--- src/rtl/regfile_pkg.sv ---
// Shared types and default sizing for the multi-port register file.
package regfile_pkg;

   typedef enum logic {CLEAR = 1'b0, READY = 1'b1} rf_state_t;

   localparam int DEF_DATA_W = 32;
   localparam int DEF_ADDR_W = 4;
   localparam int DEF_NUM_RD = 3;
   localparam int DEF_PC_IDX = 15;

endpackage

--- src/rtl/rf_read_port.sv ---
// One read port: zero/PC/bypass/array priority mux plus busy-flag lookup.
module rf_read_port
   import regfile_pkg::*;
#(
   parameter int DATA_W      = DEF_DATA_W,
   parameter int ADDR_W      = DEF_ADDR_W,
   parameter int PC_IDX      = DEF_PC_IDX,
   parameter int ZERO_REG_EN = 1
) (
   input  logic                           active,
   input  logic [ADDR_W-1:0]              addr,
   input  logic                           wr_en,
   input  logic [ADDR_W-1:0]              wr_addr,
   input  logic [DATA_W-1:0]              wr_data,
   input  logic [DATA_W-1:0]              pc_val,
   input  logic [(2**ADDR_W)*DATA_W-1:0]  regs,
   input  logic [(2**ADDR_W)-1:0]         busy_vec,
   output logic [DATA_W-1:0]              data,
   output logic                           busy
);

   localparam logic [ADDR_W-1:0] PC_A = ADDR_W'(PC_IDX);

   // Nothing leaks out while the clear engine owns the array.
   always_comb begin
      data = '0;
      if (active) begin
         if (ZERO_REG_EN != 0 && addr == '0)
            data = '0;
         else if (addr == PC_A)
            data = pc_val;
         else if (wr_en && wr_addr == addr)
            data = wr_data;
         else
            data = regs[int'(addr)*DATA_W +: DATA_W];
      end
   end

   assign busy = active ? busy_vec[addr] : 1'b0;

endmodule

--- src/rtl/reg_file_mp.sv ---
// Multi-read-port register file with clear engine, PC alias and busy scoreboard.
module reg_file_mp
   import regfile_pkg::*;
#(
   parameter int DATA_W      = DEF_DATA_W,
   parameter int ADDR_W      = DEF_ADDR_W,
   parameter int NUM_RD      = DEF_NUM_RD,
   parameter int PC_IDX      = DEF_PC_IDX,
   parameter int ZERO_REG_EN = 1
) (
   input  logic                       clk,
   input  logic                       rst,
   input  logic                       wr_en,
   input  logic [ADDR_W-1:0]          wr_addr,
   input  logic [DATA_W-1:0]          wr_data,
   input  logic [DATA_W-1:0]          pc_val,
   input  logic [NUM_RD*ADDR_W-1:0]   rd_addr,
   output logic [NUM_RD*DATA_W-1:0]   rd_data,
   output logic [NUM_RD-1:0]          rd_busy,
   input  logic                       sb_set_en,
   input  logic [ADDR_W-1:0]          sb_set_addr,
   input  logic                       clear_req,
   output logic                       ready,
   output rf_state_t                  fsm_state
);

   localparam int NUM_REGS = 2**ADDR_W;
   localparam logic [ADDR_W-1:0] PC_A   = ADDR_W'(PC_IDX);
   localparam logic [ADDR_W-1:0] LAST_A = ADDR_W'(NUM_REGS-1);
   // Indices whose busy flag is hard-wired to zero.
   localparam logic [NUM_REGS-1:0] FIXED =
      (NUM_REGS'(1) << PC_IDX) | ((ZERO_REG_EN != 0) ? NUM_REGS'(1) : '0);

   rf_state_t               state;
   logic [ADDR_W-1:0]       clr_cnt;
   logic                    ready_q;
   logic [NUM_REGS-1:0]     busy;
   logic [NUM_REGS*DATA_W-1:0] mem;
   logic                    wr_ok;
   logic                    is_ready;

   assign is_ready  = (state == READY);
   assign ready     = ready_q;
   assign fsm_state = state;
   assign wr_ok     = !(ZERO_REG_EN != 0 && wr_addr == '0) && (wr_addr != PC_A);

   always_ff @(posedge clk or negedge rst) begin
      if (!rst) begin
         state   <= CLEAR;
         clr_cnt <= '0;
         ready_q <= 1'b0;
         busy    <= '0;
      end else begin
         case (state)
            CLEAR: begin
               clr_cnt <= clr_cnt + 1'b1;
               if (clr_cnt == LAST_A) begin
                  state   <= READY;
                  ready_q <= 1'b1;
               end
            end
            READY: begin
               if (clear_req) begin
                  state   <= CLEAR;
                  clr_cnt <= '0;
                  ready_q <= 1'b0;
                  busy    <= '0;
               end else begin
                  // A newly issued producer supersedes a completing write.
                  for (int i = 0; i < NUM_REGS; i++) begin
                     if (!FIXED[i] && sb_set_en && sb_set_addr == ADDR_W'(i))
                        busy[i] <= 1'b1;
                     else if (wr_en && wr_addr == ADDR_W'(i))
                        busy[i] <= 1'b0;
                  end
               end
            end
            default: begin
               state   <= CLEAR;
               clr_cnt <= '0;
               ready_q <= 1'b0;
            end
         endcase
      end
   end

   // Storage has no reset; the clear engine is the only way it gets zeroed.
   always_ff @(posedge clk) begin
      if (state == CLEAR)
         mem[int'(clr_cnt)*DATA_W +: DATA_W] <= '0;
      else if (wr_en && !clear_req && wr_ok)
         mem[int'(wr_addr)*DATA_W +: DATA_W] <= wr_data;
   end

   for (genvar k = 0; k < NUM_RD; k++) begin : g_rd
      rf_read_port #(
         .DATA_W      (DATA_W),
         .ADDR_W      (ADDR_W),
         .PC_IDX      (PC_IDX),
         .ZERO_REG_EN (ZERO_REG_EN)
      ) u_port (
         .active   (is_ready),
         .addr     (rd_addr[k*ADDR_W +: ADDR_W]),
         .wr_en    (wr_en),
         .wr_addr  (wr_addr),
         .wr_data  (wr_data),
         .pc_val   (pc_val),
         .regs     (mem),
         .busy_vec (busy),
         .data     (rd_data[k*DATA_W +: DATA_W]),
         .busy     (rd_busy[k])
      );
   end

endmodule

--- config.mk ---
export PLATFORM = sky130hd
export DESIGN_NAME = reg_file_mp
export DESIGN_NICKNAME = d
export VERILOG_FILES = /design/src/rtl/regfile_pkg.sv /design/src/rtl/rf_read_port.sv /design/src/rtl/reg_file_mp.sv
export SDC_FILE = /design/constraint.sdc
export NUM_CORES = 1
export LEC_CHECK = 0
export CORE_MARGIN = 5
export CORE_UTILIZATION = 45
export DETAILED_ROUTE_END_ITERATION = 12
export PLACE_DENSITY = 0.65
export SETUP_SLACK_MARGIN = 0.15
export SLEW_MARGIN = 20
export SYNTH_ARGS = -nofsm -noshare
export SYNTH_HDL_FRONTEND = slang
export SYNTH_SLANG_ARGS = --single-unit
export TNS_END_PERCENT = 20
--- constraint.sdc ---
create_clock -name clk -period 4.54 [get_ports clk]
set_input_delay 1.135 -clock clk [delete_from_list [all_inputs] [get_ports clk]]
set_output_delay 1.135 -clock clk [all_outputs]
set_load 0.02 [all_outputs]
==> results of run 1 <==
[what timing repair did]
| action | CTS | global route |
|---|---|---|
| endpoints found under the setup margin | 99 | 29 |
| hold endpoints to repair | 0 | 0 |
| gates cloned | 1 | 1 |
| pin swaps | 1 | 0 |
| resized for setup | 130 | 8 |
| buffers inserted | 6 | 5 |
[critical path, delay by kind of cell]
kind | cells | cell delay (ns)
muxes | 2 | 0.67
and+or+nand+nor | 1 | 0.07
AOI/OAI and AO/OA | 2 | 0.16
buffers and inverters | 4 | 1.16
[Yosys cell counts (2+ instances only)]
cell and instances:
a211o_1 2, a211oi_1 3, a21oi_1 25, a221oi_1 62
a31oi_1 75, a41oi_1 4, and2_1 41, and3_1 2
and4_1 3, buf_1 22, buf_12 2, buf_2 90
buf_4 15, buf_6 24, buf_8 3, clkbuf_1 126
dfrtp_1 20, edfxtp_1 512, ha_1 8, inv_1 24
mux2_2 66, mux2i_1 390, mux4_2 201, nand2_1 202
nand2_2 4, nand2b_1 7, nand3_1 13, nand3b_1 6
nand4_1 2, nor2_1 560, nor2b_1 7, nor3_1 8
nor3b_1 3, o211a_1 32, o21a_1 3, o21ai_0 97
o21ai_1 40, o221ai_1 64, o22ai_1 150, o311a_1 2
o41a_1 2, or2_2 2, or3b_1 2, xnor2_1 6
xor2_1 9
[power by group through the flow]
stage	registers, mW	clock network (mW)	logic, mW
6_report	7.74	4.93	6.61
5_1_grt	7.85	5.12	6.85
4_1_cts	7.70	4.92	6.45
3_5_place_dp	7.79	0	6.52
3_3_place_gp	7.68	0	6.40
2_1_floorplan	7.52	0	3.62
[metrics by stage]
step,setup slack (ns),cells
2_1_floorplan,0.00737,2954
3_3_place_gp,-0.472,4085
3_5_place_dp,-0.475,4085
4_1_cts,0.0326,4203
5_1_grt,0.0387,4209
6_report,0.133,4210
[sequential cells by signal, summed over array words and instances (netlist names)]
name       count
mem          512
ready          1
clr_cnt        4
fsm_state      1
busy          14
[final timing paths]
check / start / end / slack, ns
setup reg to reg: fsm_state / mem[126] / 1.61
setup / recovery: rd_addr[5] / rd_data[63] / 0.13
hold reg to reg: ready / ready / 0.51
max in group asynchronous: rst / fsm_state / 2.87
hold / removal: ready / ready / 0.51
min in group asynchronous: rst / busy[8] / 1.04
[cells in the final DEF, fill, tap and decap left out, types with 32 or more instances in the layout]
cell	netlist	layout
and2_1	41	38
buf_4	15	155
buf_12	2	108
dlygate4sd2_1	0	90
a31oi_1	75	73
o211a_1	32	32
a221oi_1	62	62
nand2_1	202	202
o21ai_1	40	41
mux4_2	201	201
o21ai_0	97	94
clkbuf_16	0	62
o221ai_1	64	64
mux2i_1	390	390
mux2_2	66	66
clkdlybuf4s50_1	0	76
nor2_1	560	558
o22ai_1	150	142
edfxtp_1	512	512
[layer usage]
| layer | GRT usage, % | vias to the layer above |
|---|---|---|
| li1 | - | 11900 |
| met1 | 41.1 | 14500 |
| met2 | 51.5 | 2718 |
| met3 | 9.21 | 666 |
| met4 | 18.4 | 4 |
| met5 | 0 | - |
[layout make-up]
cell class / count / area share, %
diodes: 1 / 0.00605
clock buffers: 70 / 3.77
clock inverters: 41 / 0.949
inverters: 24 / 0.218
multi-input cells: 2116 / 41.3
flip-flops and latches: 532 / 38.4
well taps: 978 / 2.96
repair buffers: 448 / 12.5
[cell families after synthesis]
kind of cell	after synthesis	share of synthesized area, %
flip-flops	532	46.4
AND/OR/NAND/NOR	871	10.4
adder cells (fa/ha/maj)	8	0.292
buffers and inverters	306	4.57
AO/OA/AOI/OAI	565	11.1
multiplexers	657	26.8
XOR/XNOR	15	0.384
==> impl_metrics.py, run 1 <==
metrics = {
    "synth": {
        "yosys.area.top_type": "edfxtp_1",
        "post_synth.cell_area_avg_sq_um": 11.6,
        "syn_area_sq_um": 34200,
        "synth_top_area_share_pct": 44.9,
        "ys_warn_count": 0,
        "synth-async-reset-ratio_pct": 3.76,
        "synth.distinct_cells": 58,
        "synthTopCellsByArea": "edfxtp_1, mux4_2, mux2i_1",
        "ys_seq_area_share_pct": 46.4,
        "synth_flop_cell": "edfxtp_1",
        "syn_inst": 2954,
        "synth.net_count": 3051,
        "synth-edff-count": 512,
        "ys_seq_elements": 532,
    },
    "critical_path": {
        "path_cells": "buf_16, buf_4, mux4_2, mux2i_1, nand2_1, o21ai_0, buf_4, a21oi_1, clkdlybuf4s50_1",
        "cp.required_ns": 3.40,
        "crit_fanout": 19,
        "worstSetupPathType": "input port to output port",
        "crit_path_end_kind": "output port",
        "arrival_ns": 3.27,
        "crit_path_top_delay_cell": "clkdlybuf4s50_1",
        "reg2regPathDepth": 7,
        "slowest_delay_ns": 0.56,
        "startpoint_type": "input port",
        "cp_common_cell": "buf_4",
    },
    "placed_design": {
        "hpwl_um": 89800,
        "routabilityCongestion": 0.985,
        "port_buffers": 189,
        "placed_area_sq_um": 39300,
    },
    "route": {
        "finalWirelength_um": 138000,
        "top_layer_used": "met5",
        "drt_iter0_drc": 4444,
        "route.detailed.wl_per_inst_um": 32.9,
        "detail-route-antenna-nets": 0,
        "post-route-drc-count": 0,
        "met3_length_um": 19600,
        "firstDrtPassIters": 7,
        "wl_met2_um": 61900,
        "vias_per_cell": 7.08,
        "vias": 29800,
        "wl_met1_um": 47100,
    },
    "sta": {
        "max_freq_ghz": 0.227,
        "fin_worst_skew_ns": 0.0429,
        "fin_crit_ns": 4.41,
        "fin_crit_sh_pct": 97.1,
        "fin_setup_tns_ns": 0,
        "worst_pin_slew_ns": 0.942,
        "setup_violations": 0,
        "rsz0062_at_grt": "true",
        "final-hold-violation-count": 0,
        "slew_viol_final": 0,
        "hold_ws_ns": 0.505,
        "maxSlewHeadroom_pct": 37.0,
    },
    "pwr": {
        "combPwrFrac_pct": 34.3,
        "vdd.ir_drop.worst_mv": 0.387,
        "seqPwrFrac_pct": 40.2,
        "power_density_nw_per_um2": 466,
        "p_int_mw": 12.4,
        "p_leak_nw": 15.2,
        "switching_share_pct": 35.7,
        "clockPowerShare_pct": 25.6,
        "p_switching_mw": 6.89,
        "power_mw": 19.3,
    },
    "die": {
        "core.rowCount": 101,
        "top_level_ports": 190,
        "core-area_sq_um": 75700,
        "dieArea_sq_um": 81700,
        "die_width_um": 286,
        "die_h_um": 286,
        "initial_utilization_pct": 45.2,
    },
    "final_layout": {
        "syn2layout_area_growth_pct": 21.0,
        "final_area_sq_um": 41400,
        "drive_gt1_share_pct": 21.1,
        "register_area_sq_um": 15900,
        "final_util_pct": 54.7,
        "nFillCells": 6189,
        "multiInputGateArea_sq_um": 17100,
        "nNetsFinal": 3278,
    },
    "global_routing": {
        "overflow": 0,
        "grt_pass1_wl_um": 200000,
        "track_usage_pct": 32.8,
        "grt_max_degree": 56,
        "antenna_found_initial": 2,
        "grt_pass1_vias": 30300,
    },
    "clocking": {
        "htreeDepth": 2,
        "cts_made_buffers": 59,
        "clock_sinks": 532,
        "cts_tree": "done",
        "clk_transition_reported_paths_ns": 0.06,
        "clk_path_buf_depth": 3,
        "postCtsHoldBufs": 0,
        "insertion_delay_ns": 0.66,
        "cts-root-buf": "clkbuf_16",
    },
    "run": {
        "maxCapViolCount": 0,
    },
    "hold_path": {
        "worstHoldPathType": "register to register",
        "holdPathStages": 2,
    },
    "outcome": {
        "status": "finished, final reports clean",
    },
}
Note: power is estimated with default switching activity, not from simulation.
==> inputs of run 2 (changes only) <==
CORE_ASPECT_RATIO = 1.4   (was unset)
CTS_CLUSTER_DIAMETER = 30   (was unset)
SETUP_SLACK_MARGIN = 0.4   (was 0.15)
==> run 2 against run 1 <==
Against the previous run:
- global-route usage increased by 1.9 points
- power increased by 9.2%
- critical path type unchanged
- sequential share of layout area decreased by 1.1 points
- clock-buffer cell count increased by 27
==> impl_metrics.py, run 2 (synthesized netlist as in run 1, its figures left out) <==
metrics = {
    "sta": {
        "setup_violations": 0,
        "worst_pin_slew_ns": 0.950,
        "rsz0062_at_grt": "true",
        "fin_worst_skew_ns": 0.0392,
        "maxSlewHeadroom_pct": 36.6,
        "fin_crit_sh_pct": 96.1,
        "fin_setup_tns_ns": 0,
        "final-hold-violation-count": 0,
        "max_freq_ghz": 0.229,
        "slew_viol_final": 0,
        "fin_crit_ns": 4.37,
    },
    "critical_path": {
        "cp_common_cell": "buf_4",
        "critPathLaunch": "rd_addr[2]",
        "cp.required_ns": 3.40,
        "path_cells": "buf_4, buf_4, and2_2, buf_4, a221oi_1, o21ai_0, a31oi_1, dlygate4sd2_1",
        "startpoint_type": "input port",
        "slowest_delay_ns": 0.38,
        "crit_path_end_kind": "output port",
        "rr_startpoint": "clr_cnt[0]",
        "crit_fanout": 13,
        "arrival_ns": 3.23,
        "worstSetupPathType": "input port to output port",
        "crit_path_top_delay_cell": "dlygate4sd2_1",
    },
    "clocking": {
        "postCtsHoldBufs": 0,
        "cts_tree": "done",
        "insertion_delay_ns": 0.65,
        "clk_path_buf_depth": 3,
        "clock_sinks": 532,
        "clk_transition_reported_paths_ns": 0.05,
        "htreeDepth": 3,
        "cts_made_buffers": 88,
        "cts-root-buf": "clkbuf_16",
    },
    "global_routing": {
        "met2_usage_pct": 56.1,
        "track_usage_pct": 34.7,
        "grt_pass1_vias": 31600,
        "antenna_found_initial": 5,
        "busiest_layer": "met2",
        "use_met1_pct": 37.7,
        "grt_pass1_wl_um": 209000,
        "grt_max_degree": 39,
        "gr-usage-met3_pct": 10.2,
        "overflow": 0,
    },
    "final_layout": {
        "fin_cells": 4289,
        "largest_register_ffs": 512,
        "syn2layout_area_growth_pct": 24.5,
        "top_register": "mem",
        "multiInputGateArea_sq_um": 17100,
        "nNetsFinal": 3341,
        "nFillCells": 6074,
        "layout_commonest_cell": "nor2_1",
        "drive_gt1_share_pct": 24.6,
        "top_regs": "mem x512, busy x14, clr_cnt x4",
        "mostFrequentLayoutCells": "nor2_1, edfxtp_1, mux2i_1, nand2_1, mux4_2",
        "register_area_sq_um": 15900,
    },
    "placed_design": {
        "port_buffers": 189,
        "placedCellCount": 4086,
        "routabilityCongestion": 0.944,
        "hpwl_um": 92500,
    },
    "die": {
        "core-area_sq_um": 75300,
        "die_width_um": 243,
        "core.rowCount": 119,
        "initial_utilization_pct": 45.4,
        "dieArea_sq_um": 81700,
        "top_level_ports": 190,
        "die_h_um": 336,
    },
    "route": {
        "vias_per_cell": 7.20,
        "detail-route-antenna-nets": 0,
        "vias": 30900,
        "firstDrtPassIters": 8,
        "finalWirelength_um": 148000,
        "post-route-drc-count": 0,
        "route.detailed.wl_per_inst_um": 34.6,
        "drt_iter0_drc": 4023,
    },
    "hold_path": {
        "worstHoldPathType": "input port to asynchronous set/reset pin",
    },
    "pwr": {
        "vdd.ir_drop.worst_mv": 0.340,
        "power_density_nw_per_um2": 494,
        "p_leak_nw": 15.9,
    },
    "run": {
        "maxCapViolCount": 0,
    },
    "outcome": {
        "status": "finished, final reports clean",
    },
}
run 2: layout make-up:
type                    instances  share of cell area [%]
flip-flops and latches        532                    37.3
clock buffers                  97                    5.40
multi-input cells            2116                    40.2
clock inverters                67                    1.55
diodes                          3                  0.0176
repair buffers                482                    12.5
well taps                     968                    2.84
inverters                      24                   0.211
run 2: path summary, 6_finish.rpt:
| check | cells past startpoint | slack [ns] | to |
|---|---|---|---|
| worst min register to register | 2 | 0.53 | ready |
| max in group asynchronous | 1 | 3.68 | fsm_state |
| min in group clk | 2 | 0.53 | ready |
| worst max register to register | 8 | 1.21 | mem[413] |
| worst min-delay path | 1 | 0.48 | clr_cnt[2] |
| worst max-delay path | 8 | 0.17 | rd_data[1] |
run 2: what timing repair did:
item                       4_1_cts  5_1_grt
setup endpoints to repair       99       89
cloned                           7        3
buffers inserted                11       15
pin swaps                        4        4
gates resized for setup        187       68
run 2: layer usage:
metal  vias to the layer above  routed length [um]
met5                         -                  80
met4                         6               15300
met3                      1010               19000
met2                      2856               68300
met1                     14900               45800
li1                      12100                   -
run 2: power breakdown:
group	leakage (nW)	total (mW)	internal, mW	switching (mW)
Sequential	5.03	7.77	6.86	0.907
Clock	1.43	6.66	4.03	2.62
Combinational	9.42	6.64	2.64	3.99
Total	15.9	21.1	13.5	7.52
run 2: worst max-delay path, delay by kind of cell:
family / cells / cell delay, ns
AOI/OAI and AO/OA: 3 / 0.87
and+or+nand+nor: 1 / 0.23
buffers and inverters: 4 / 0.97
run 2: per-stage QoR:
stage | hold slack (ns) | area [sq um] | util (%) | setup slack (ns) | total power [mW]
after floorplan | 0.538 | 34200 | - | 0.00737 | 11.1
after global placement | 0.546 | 39100 | 51.8 | -0.431 | 14.0
after detailed placement | 0.542 | 39100 | 51.9 | -0.428 | 14.3
after CTS | 0.566 | 42300 | 56.2 | 0.125 | 20.8
after global routing | 0.503 | 42600 | 56.5 | 0.172 | 21.6
final | 0.475 | 42600 | 56.5 | 0.175 | 21.1
